$ cat config.mk
export PLATFORM = sky130hd
export DESIGN_NAME = stat_resp_misr
export DESIGN_NICKNAME = d
export VERILOG_FILES = /design/src/rtl/stat_resp_misr.sv
export SDC_FILE = /design/constraint.sdc
export NUM_CORES = 1
export LEC_CHECK = 0
export CAP_MARGIN = 5
export CORE_ASPECT_RATIO = 0.9
export CORE_MARGIN = 2
export CORE_UTILIZATION = 28
export CTS_CLUSTER_DIAMETER = 200
export DETAILED_ROUTE_END_ITERATION = 8
export DONT_BUFFER_PORTS = 1
export SKIP_LAST_GASP = 1
export SYNTH_ARGS = -nofsm -noshare
export SYNTH_HDL_FRONTEND = slang
export SYNTH_SLANG_ARGS = --single-unit
export TNS_END_PERCENT = 10
$ cat constraint.sdc
create_clock -name clk -period 6.1 [get_ports clk]
set_input_delay 0.61 -clock clk [delete_from_list [all_inputs] [get_ports clk]]
set_output_delay 0.61 -clock clk [all_outputs]
set_load 0.02 [all_outputs]
$ cat src/rtl/stat_resp_misr.sv
// stat_resp_misr: folds a stream of 32-bit benchmark output vectors into a
// MISR signature over a programmed vector count, then compares it to a golden value.
module stat_resp_misr #(
  parameter int unsigned       WIDTH = 32,
  parameter int unsigned       CNT_W = 16,
  parameter logic [WIDTH-1:0]  POLY  = 32'h0040_0007,
  parameter logic [WIDTH-1:0]  SEED  = 32'h0000_0000
) (
  input  logic             clk,
  input  logic             rst,
  input  logic             start,
  input  logic [CNT_W-1:0] num_vec,
  input  logic [WIDTH-1:0] golden,
  input  logic             resp_valid,
  input  logic [WIDTH-1:0] resp_data,
  output logic             resp_ready,
  output logic             busy,
  output logic             done,
  output logic             pass,
  output logic [WIDTH-1:0] signature,
  output logic [CNT_W-1:0] vec_count
);

  typedef enum logic [1:0] {
    ST_IDLE = 2'd0,
    ST_RUN  = 2'd1,
    ST_DONE = 2'd2
  } state_e;

  state_e             state_q;
  logic [WIDTH-1:0]   sig_q;
  logic [WIDTH-1:0]   sig_d;
  logic [CNT_W-1:0]   cnt_q;
  logic [CNT_W-1:0]   cnt_d;
  logic [CNT_W-1:0]   num_q;
  logic [WIDTH-1:0]   golden_q;
  logic               ready_q;
  logic               busy_q;
  logic               done_q;
  logic               pass_q;
  logic               xfer;

  assign xfer = resp_valid & ready_q;

  // Next MISR value and next count for an accepted vector
  always_comb begin
    sig_d = {sig_q[WIDTH-2:0], 1'b0} ^ (sig_q[WIDTH-1] ? POLY : '0) ^ resp_data;
    cnt_d = cnt_q + CNT_W'(1);
  end

  // Control FSM with registered handshake and status outputs
  always_ff @(posedge clk) begin
    if (rst) begin
      state_q  <= ST_IDLE;
      sig_q    <= SEED;
      cnt_q    <= '0;
      num_q    <= '0;
      golden_q <= '0;
      ready_q  <= 1'b0;
      busy_q   <= 1'b0;
      done_q   <= 1'b0;
      pass_q   <= 1'b0;
    end else begin
      case (state_q)
        ST_IDLE, ST_DONE: begin
          if (start) begin
            num_q    <= num_vec;
            golden_q <= golden;
            sig_q    <= SEED;
            cnt_q    <= '0;
            if (num_vec == '0) begin
              // Empty run completes immediately on the seed value
              state_q <= ST_DONE;
              ready_q <= 1'b0;
              busy_q  <= 1'b0;
              done_q  <= 1'b1;
              pass_q  <= (golden == SEED);
            end else begin
              state_q <= ST_RUN;
              ready_q <= 1'b1;
              busy_q  <= 1'b1;
              done_q  <= 1'b0;
              pass_q  <= 1'b0;
            end
          end
        end
        ST_RUN: begin
          if (xfer) begin
            sig_q <= sig_d;
            cnt_q <= cnt_d;
            // Final vector: compare against the value being written this edge
            if (cnt_d == num_q) begin
              state_q <= ST_DONE;
              ready_q <= 1'b0;
              busy_q  <= 1'b0;
              done_q  <= 1'b1;
              pass_q  <= (sig_d == golden_q);
            end
          end
        end
        default: begin
          state_q <= ST_IDLE;
          ready_q <= 1'b0;
          busy_q  <= 1'b0;
          done_q  <= 1'b0;
          pass_q  <= 1'b0;
        end
      endcase
    end
  end

  assign resp_ready = ready_q;
  assign busy       = busy_q;
  assign done       = done_q;
  assign pass       = pass_q;
  assign signature  = sig_q;
  assign vec_count  = cnt_q;

endmodule
# Word-level counts from Yosys, hierarchy flattened
# Index checks and enable logic that the tools add are counted.
dict set report totals {
  ff_bits 101
  input_bits 84
  word_cells 54
}
dict set report classes {
  addsub 1
  n_eq_ne 7
  n_mux 27
  n_bitwise 3
  reduce_logical 8
}
# operator n
set ops {}
lappend ops {{32-bit 2-to-1 mux} 2}
lappend ops {{32-bit one-hot mux with 2 select lines} 1}
lappend ops {{32-bit == test} 1}
lappend ops {{32-bit logical NOT} 1}
lappend ops {{16-bit 2-to-1 mux} 2}
lappend ops {{16-bit one-hot mux with 2 select lines} 1}
lappend ops {{32-bit by 23-bit XOR with 32-bit output} 1}
lappend ops {{32-bit XOR} 1}
lappend ops {{23-bit 2-to-1 mux} 1}
lappend ops {{16-bit by 1-bit adder with 16-bit output, second input constant} 1}
lappend ops {{16-bit == test} 1}
lappend ops {{16-bit logical NOT} 1}
lappend ops {{1-bit 2-to-1 mux} 12}
lappend ops {{2-bit 2-to-1 mux} 4}
lappend ops {{2-bit inequality test, second input constant} 3}
lappend ops {{1-bit one-hot mux with 2 select lines} 3}
lappend ops {{3-bit AND reduction} 2}
lappend ops {{2-bit one-hot mux with 2 select lines} 1}
lappend ops {{2-bit by 1-bit == test with 1-bit output, second input constant} 1}
lappend ops {{2-bit == test, second input constant} 1}
lappend ops {{2-bit logical NOT} 1}
lappend ops {{2-bit AND reduction} 1}
lappend ops {{2-bit nonzero test} 1}
lappend ops {{2-bit OR reduction} 1}
lappend ops {{1-bit AND} 1}

# Logic depth before layout (Yosys ltp)
# Gate-level depths: netlist of the first run.
dict set report logic_depth {
  word_depth 7
  ltp_mapped 9
  depth_no_buf 8
}

# Least setup slack after synthesis of the first run
# No wires, ideal clock.
dict set report synth_path {
  path_type {flip-flop to flip-flop}
  start {reg cnt_q[0], in the netlist vec_count[0]}
  end {reg state_q[1]}
  setup_time_ns 0.125
  arrival_time_ns 2.606
  setup_slack_ns 3.369
  path_stages_with_launch 9
  path_buffers 0
  period_less_slack_ns 2.731
  path_cell_list {dfxtp_1 > ha_1 > nand3_2 > nor3_4 > xnor2_1 > or4_4 > or4_4 > a21oi_2 > nor2_1}
}
dict set report synth_via {
  elab_chain_len 4
}
# item line_no
set synth_lines {}
lappend synth_lines {{from (decl)} 33} ;# logic [CNT_W-1:0] cnt_q;
lappend synth_lines {{from (signal assigned)} 90} ;# cnt_q <= cnt_d;
lappend synth_lines {{16-bit by 1-bit adder with 16-bit output} 48} ;# cnt_d = cnt_q + CNT_W'(1);
lappend synth_lines {{16-bit == test} 92} ;# if (cnt_d == num_q) begin
lappend synth_lines {{2-bit inequality test (no source line)} n/a}
lappend synth_lines {{3-bit AND reduction (no source line)} n/a}
lappend synth_lines {{to (signal assigned)} 54} ;# state_q <= ST_IDLE;
lappend synth_lines {{to (signal assigned)} 93} ;# state_q <= ST_DONE;
lappend synth_lines {{to (signal assigned)} 102} ;# state_q <= ST_IDLE;
lappend synth_lines {{to (decl)} 30} ;# state_e state_q;
# Every way passes these cells.
# A chain may end at the register's enable or synchronous reset.

# Worst setup path in the final report of the first run
# Ends and elaborated chain as after synthesis.

==> results.sh, run 1 <==
export IMPL_yosys_area_share_adder=0.00248
export IMPL_wirelength_um=15500
export IMPL_synth_area_um2=5040
export IMPL_grt_pass1_wl_um=24200
export IMPL_cts_tree="yes"
export IMPL_synthArstFlopShare=0
export IMPL_clkSinkCount=99
export IMPL_fin_crit_ns=3.01
export IMPL_fp_dieW_um=145
export IMPL_grt_pass1_vias=4158
export IMPL_synth_ff_type="dfxtp_1"
export IMPL_synth_xor_xnor_area_share=0.160
export IMPL_worst_path_max_fanout=8
export IMPL_drt_pre_antenna_iters=4
export IMPL_fmax_ghz=0.332
export IMPL_place_congestion=0.810
export IMPL_cpMaxStageDelayCell="dfxtp_1"
export IMPL_slew_violations=0
export IMPL_powerDensity_nw_per_um2=284
export IMPL_setup_viol=0
export IMPL_start_util=0.286
export IMPL_yosys_warnings=0
export IMPL_setup_ws_ns=3.09
export IMPL_synth_edf_count=0
export IMPL_status="finished, final reports clean"
export IMPL_max_stage_delay_ns=0.60
export IMPL_pin_count=136
export IMPL_hp_class="input pin to register"
export IMPL_multiInputGateArea_um2=2860
export IMPL_power_static_leakage_uw=0.00189
export IMPL_slew_headroom=0.358
export IMPL_cts_max_level=3
export IMPL_dieArea_um2=19100
export IMPL_vias=4334
export IMPL_cp_top_family="simple AND/OR/NAND/NOR gates"
export IMPL_synth_compound_area_frac=0.142
export IMPL_crit_arrival_ns=3.25
export IMPL_synth_fp_nets=728
export IMPL_rsz0062_at_grt="no"
export IMPL_cp_required_ns=6.33
export IMPL_grt_max_degree=99
export IMPL_antenna_cells=0
export IMPL_start_kind="register"
export IMPL_cts_root_buf="clkbuf_16"
export IMPL_port_buffers=0
export IMPL_fin_skew_ns=0.00676
export IMPL_grt_met3_usage=0.0503
export IMPL_synthSimpleGateAreaFrac=0.259
export IMPL_nets=696
export IMPL_worst_hold_slack_ns=0.329
export IMPL_finalSetupTns_ns=0
export IMPL_core_um2=17600
export IMPL_place_worst_setup_slack_ns=3.11
export IMPL_grt_use_met1=0.224
export IMPL_dp_cells=840
export IMPL_gr_total_overflow=0
export IMPL_antenna_found_initial=0
export IMPL_syn_inst=643
export IMPL_maxCapViolCount=0
export IMPL_ys_ff_latch=99
export IMPL_synth_area_per_cell_um2=7.83
export IMPL_met2_usage=0.244
export IMPL_cts_hold_buf=0
export IMPL_clock_latency_ns=0.35
export IMPL_drive_gt1_frac=0.0584
export IMPL_cts_resized_gates=0
export IMPL_end_kind="register"
export IMPL_layout_commonest_cell="nand2_1"
export IMPL_seq_area_um2=1980
export IMPL_path_cells="ha_1 > nand3_2 > nor3_4 > xnor2_1 > or4_4 > or4_4 > a21oi_2 > nor2_1"
export IMPL_postRouteAntennaNets=0
export IMPL_chipHeight_um=131
export IMPL_fin_cells=856
export IMPL_drt_initial_drc_count=245
export IMPL_ys_types=52
export IMPL_synth_top_family_by_area="simple AND/OR/NAND/NOR gates"
export IMPL_clk_pin_slew_ns=0.07
export IMPL_busiest_layer="met2"
export IMPL_final_cell_mix="116 x nand2_1, 99 x dfxtp_1, 93 x a21oi_1"
export IMPL_remaining_drc_errors=0
export IMPL_viasPerCell=5.06
export IMPL_post_cts_buffers=0
export IMPL_fillCellCount=1922
export IMPL_tightest_slew_ns=0.961
export IMPL_muxShareOfSynthArea=0.00199
export IMPL_critPathBufInv=0
export IMPL_place_hpwl_um=11000
export IMPL_crit_top_cell="or4_4"
export IMPL_vdd_drop_max_mv=0.128
export IMPL_wl_per_cell_um=18.1
export IMPL_rows=46
export IMPL_clockBufferDepth=2
export IMPL_synth_yosys_seq_area_share=0.394
export IMPL_grt_total_usage=0.163
export IMPL_numCtsBuffers=9
export IMPL_hold_viol=0
export IMPL_syn2layout_area_growth_pct=8.55
export IMPL_path_class="register to register"
export IMPL_period_share=0.494
[per-layer routing]
metal,share of wire,routed length [um],vias to the layer above
met5,0,0,-
met4,0.017,271,0
met1,0.47,7290,2029
li1,-,-,2146
met3,0.083,1290,16
met2,0.43,6650,143
[cells by family after synthesis]
logic type      Yosys count
fa+ha+maj                 1
xor+xnor                 90
compound gates          129
simple gates            273
buf+inv                  50
mux                       1
flops                    99
[final cells by class]
| cell class | instances | share of cell area |
|---|---|---|
| Multi-Input combinational cell | 494 | 0.524 |
| Tap cell | 240 | 0.0549 |
| Sequential cell | 99 | 0.363 |
| Timing Repair Buffer | 4 | 0.00549 |
| Clock buffer | 11 | 0.0444 |
| Inverter | 3 | 0.00206 |
| Clock inverter | 5 | 0.00687 |
[stage by stage]
| stage | util | instance area (um^2) | power [uW] |
|---|---|---|---|
| 4_1_cts | 0.310 | 5470 | 1570 |
| 3_3_place_gp | 0.294 | 5190 | 1020 |
| 5_1_grt | 0.310 | 5470 | 1640 |
| 6_report | 0.310 | 5470 | 1550 |
| 3_5_place_dp | 0.294 | 5190 | 1020 |
| 2_1_floorplan | - | 5040 | 951 |
[Yosys cell counts, types with 4 or more instances]
library cell  number  area, um^2
nand2_1          116         435
dfxtp_1           99        1980
a21oi_1           93         465
nor2_1            53         199
xnor2_1           52         455
xor2_1            37         324
clkbuf_1          36         135
nor3_1            33         165
nor4_1            18         113
nand4_1           14        87.6
o21ai_0           13        65.1
nand3_1           10        50.1
a31oi_1            5        31.3
buf_2              5        25.0
nand3b_1           4        30.0
[registers in the layout, summed over array words and instances (netlist names)]
signal	cells
state_q	2
signature	32
golden_q	32
pass	1
vec_count	16
num_q	16
[report_power, final]
group          leakage [uW]  internal, uW  total, uW  switching (uW)
registers          0.000807           686        743            57.7
clock network      0.000132           290        551             261
logic              0.000951          91.8        258             166
total               0.00189          1070       1550             485
[path summary, 6_finish.rpt]
check | from | depth (start not counted) | slack, ns | to
min reg2reg | golden_q[5] | 2 | 0.46 | golden_q[5]
min | rst | 1 | 0.33 | signature[3]
max reg2reg | vec_count[0] | 8 | 3.09 | state_q[1]
max | vec_count[0] | 8 | 3.09 | state_q[1]
(Power assumes the default switching activity.)
==> inputs of run 2 (changes only) <==
Settings changed: ABC_AREA set to 1.
Clock period 6.1 ns to 2.9 ns, I/O delays scaled along.
==> results.sh, run 2 <==
export IMPL_status="finished, final reports clean"
export IMPL_hp_class="input pin to register"
export IMPL_finalSetupTns_ns=0
export IMPL_grt_pass1_wl_um=27900
export IMPL_yosysTopAreaCell="dfxtp_1"
export IMPL_start_kind="register"
export IMPL_fmax_ghz=0.459
export IMPL_wl_per_cell_um=16.4
export IMPL_fp_dieW_um=153
export IMPL_synth_edf_count=0
export IMPL_place_hpwl_um=13000
export IMPL_finalPower_uw=3380
export IMPL_synth_common_cells="236 x nand2_1, 115 x inv_1, 99 x dfxtp_1"
export IMPL_end_kind="register"
export IMPL_syn_inst=862
export IMPL_vias=5261
export IMPL_synth_ff_type="dfxtp_1"
export IMPL_antenna_found_initial=0
export IMPL_crit_arrival_ns=2.43
export IMPL_synth_area_per_cell_um2=6.45
export IMPL_drt_initial_drc_count=251
export IMPL_chipHeight_um=138
export IMPL_setup_viol=0
export IMPL_cts_root_buf="clkbuf_16"
export IMPL_wirelength_um=18200
export IMPL_numCtsBuffers=9
export IMPL_dieArea_um2=21000
export IMPL_clkSinkCount=99
export IMPL_post_cts_buffers=0
export IMPL_viasPerCell=4.74
export IMPL_antenna_cells=0
export IMPL_port_buffers=0
export IMPL_start_util=0.288
export IMPL_vdd_drop_max_mv=0.260
export IMPL_grt_max_degree=67
export IMPL_maxCapViolCount=0
export IMPL_synth_area_um2=5560
export IMPL_clk_pin_slew_ns=0.07
export IMPL_layout_commonest_cell="nand2_1"
export IMPL_grt_pass1_vias=4863
export IMPL_postRouteAntennaNets=0
export IMPL_pin_count=136
export IMPL_clock_latency_ns=0.36
export IMPL_cts_tree="yes"
export IMPL_synthArstFlopShare=0
export IMPL_syn2layout_area_growth_pct=10.8
export IMPL_final_cell_mix="236 x nand2_1, 115 x inv_1, 99 x dfxtp_1"
export IMPL_cp_required_ns=3.15
export IMPL_worst_path_max_fanout=8
export IMPL_synth_top_area_share=0.356
export IMPL_gr_total_overflow=0
export IMPL_cts_resized_gates=0
export IMPL_tightest_slew_ns=0.954
export IMPL_synth_area_leaders="dfxtp_1 36%, nand2_1 16%, inv_1 7.8%, a21oi_1 7.7%, o21ai_0 6.4%"
export IMPL_power_static_leakage_uw=0.00262
export IMPL_powerDensity_nw_per_um2=549
export IMPL_remaining_drc_errors=0
export IMPL_slew_headroom=0.362
export IMPL_path_class="register to register"
export IMPL_ys_ff_latch=99
export IMPL_fin_skew_ns=0.00914
export IMPL_cts_max_level=3
export IMPL_grt_total_usage=0.174
export IMPL_drive_gt1_frac=0.0617
export IMPL_core_um2=19300
export IMPL_synth_most_common_cell="nand2_1"
export IMPL_rsz0062_at_grt="no"
export IMPL_ys_types=32
export IMPL_nets=939
export IMPL_synth_yosys_seq_area_share=0.356
export IMPL_yosys_warnings=0
export IMPL_slew_violations=0
export IMPL_fin_crit_ns=2.18
export IMPL_place_congestion=0.817
export IMPL_clockBufferDepth=2
export IMPL_rows=48
export IMPL_period_share=0.752
export IMPL_hold_viol=0
export IMPL_synth_fp_nets=947
export IMPL_drt_pre_antenna_iters=5
==> run 2: cell count changes after synthesis, sizes merged, moves of 19 or more <==
| cell | before | now |
|---|---|---|
| nand2 | 117 | 243 |
| inv | 3 | 118 |
| o21ai | 14 | 72 |
| nand3 | 12 | 64 |
| nor3 | 34 | 3 |
| xnor2 | 52 | 22 |
| xor2 | 37 | 18 |
==> run 2: worst paths after layout <==
check | from | endpoint | slack [ns] | cells after the start
worst min register to register | golden_q[5] | golden_q[5] | 0.47 | 2
worst min-delay path | rst | signature[5] | 0.02 | 1
worst max register to register | vec_count[0] | state_q[1] | 0.72 | 12
worst max-delay path | vec_count[0] | state_q[1] | 0.72 | 12
==> run 2: critical path, cell delays in order, from the launching register on <==
cell	delay, ns
dfxtp_1	0.57
ha_1	0.28
nand2_2	0.11
nor2_4	0.22
nand4_1	0.18
nand2_1	0.11
nand2_1	0.05
nand2_1	0.05
nand2_1	0.05
nor2_1	0.12
nand3_2	0.13
a21oi_1	0.16
nor2_1	0.06
==> run 2: logic make-up (layout without fill, tap and decap cells) <==
group,count (synthesis),count (layout),synth area share
XOR/XNOR,41,41,0.0670
adder cells (fa/ha/maj),1,1,0.00225
flip-flops,99,99,0.356
buffers and inverters,152,149,0.105
AO/OA/AOI/OAI,161,161,0.146
AND/OR/NAND/NOR,408,408,0.323
==> run 2: repair_timing <==
action | in CTS | in global routing
endpoints found under the hold margin | 9 | 0
setup endpoints to repair | 0 | 0
hold buffers | 4 | 0
==> run 2: area by class of cell <==
type,instances,area (um^2)
Fill cell,2174,13200
Clock buffer,11,233
Clock inverter,5,60.1
Inverter,119,447
Tap cell,250,313
Sequential cell,99,1980
Timing Repair Buffer,14,128
Multi-Input combinational cell,611,3000
==> run 2: power by group <==
part,switching (uW),internal (uW)
sequential,130,1450
combinational,358,196
clock,571,676
==> run 2: layer usage <==
layer | track usage | up-vias | routed length [um]
li1 | - | 2719 | -
met1 | 0.244 | 2387 | 8970
met2 | 0.258 | 141 | 7640
met3 | 0.0519 | 14 | 1320
met4 | 0.0458 | 0 | 264
met5 | 0 | - | 0
==> run 2: through the flow <==
stage	hold slack (ns)	utilization	std cells	instance area, um^2	worst slack [ns]
after floorplan	0.425	-	862	5560	0.974
after global placement	0.370	0.302	1089	5830	0.793
after detailed placement	0.370	0.302	1089	5830	0.742
after CTS	0.000234	0.319	1109	6160	0.717
after global routing	0.00208	0.319	1109	6160	0.401
final	0.0155	0.319	1109	6160	0.721
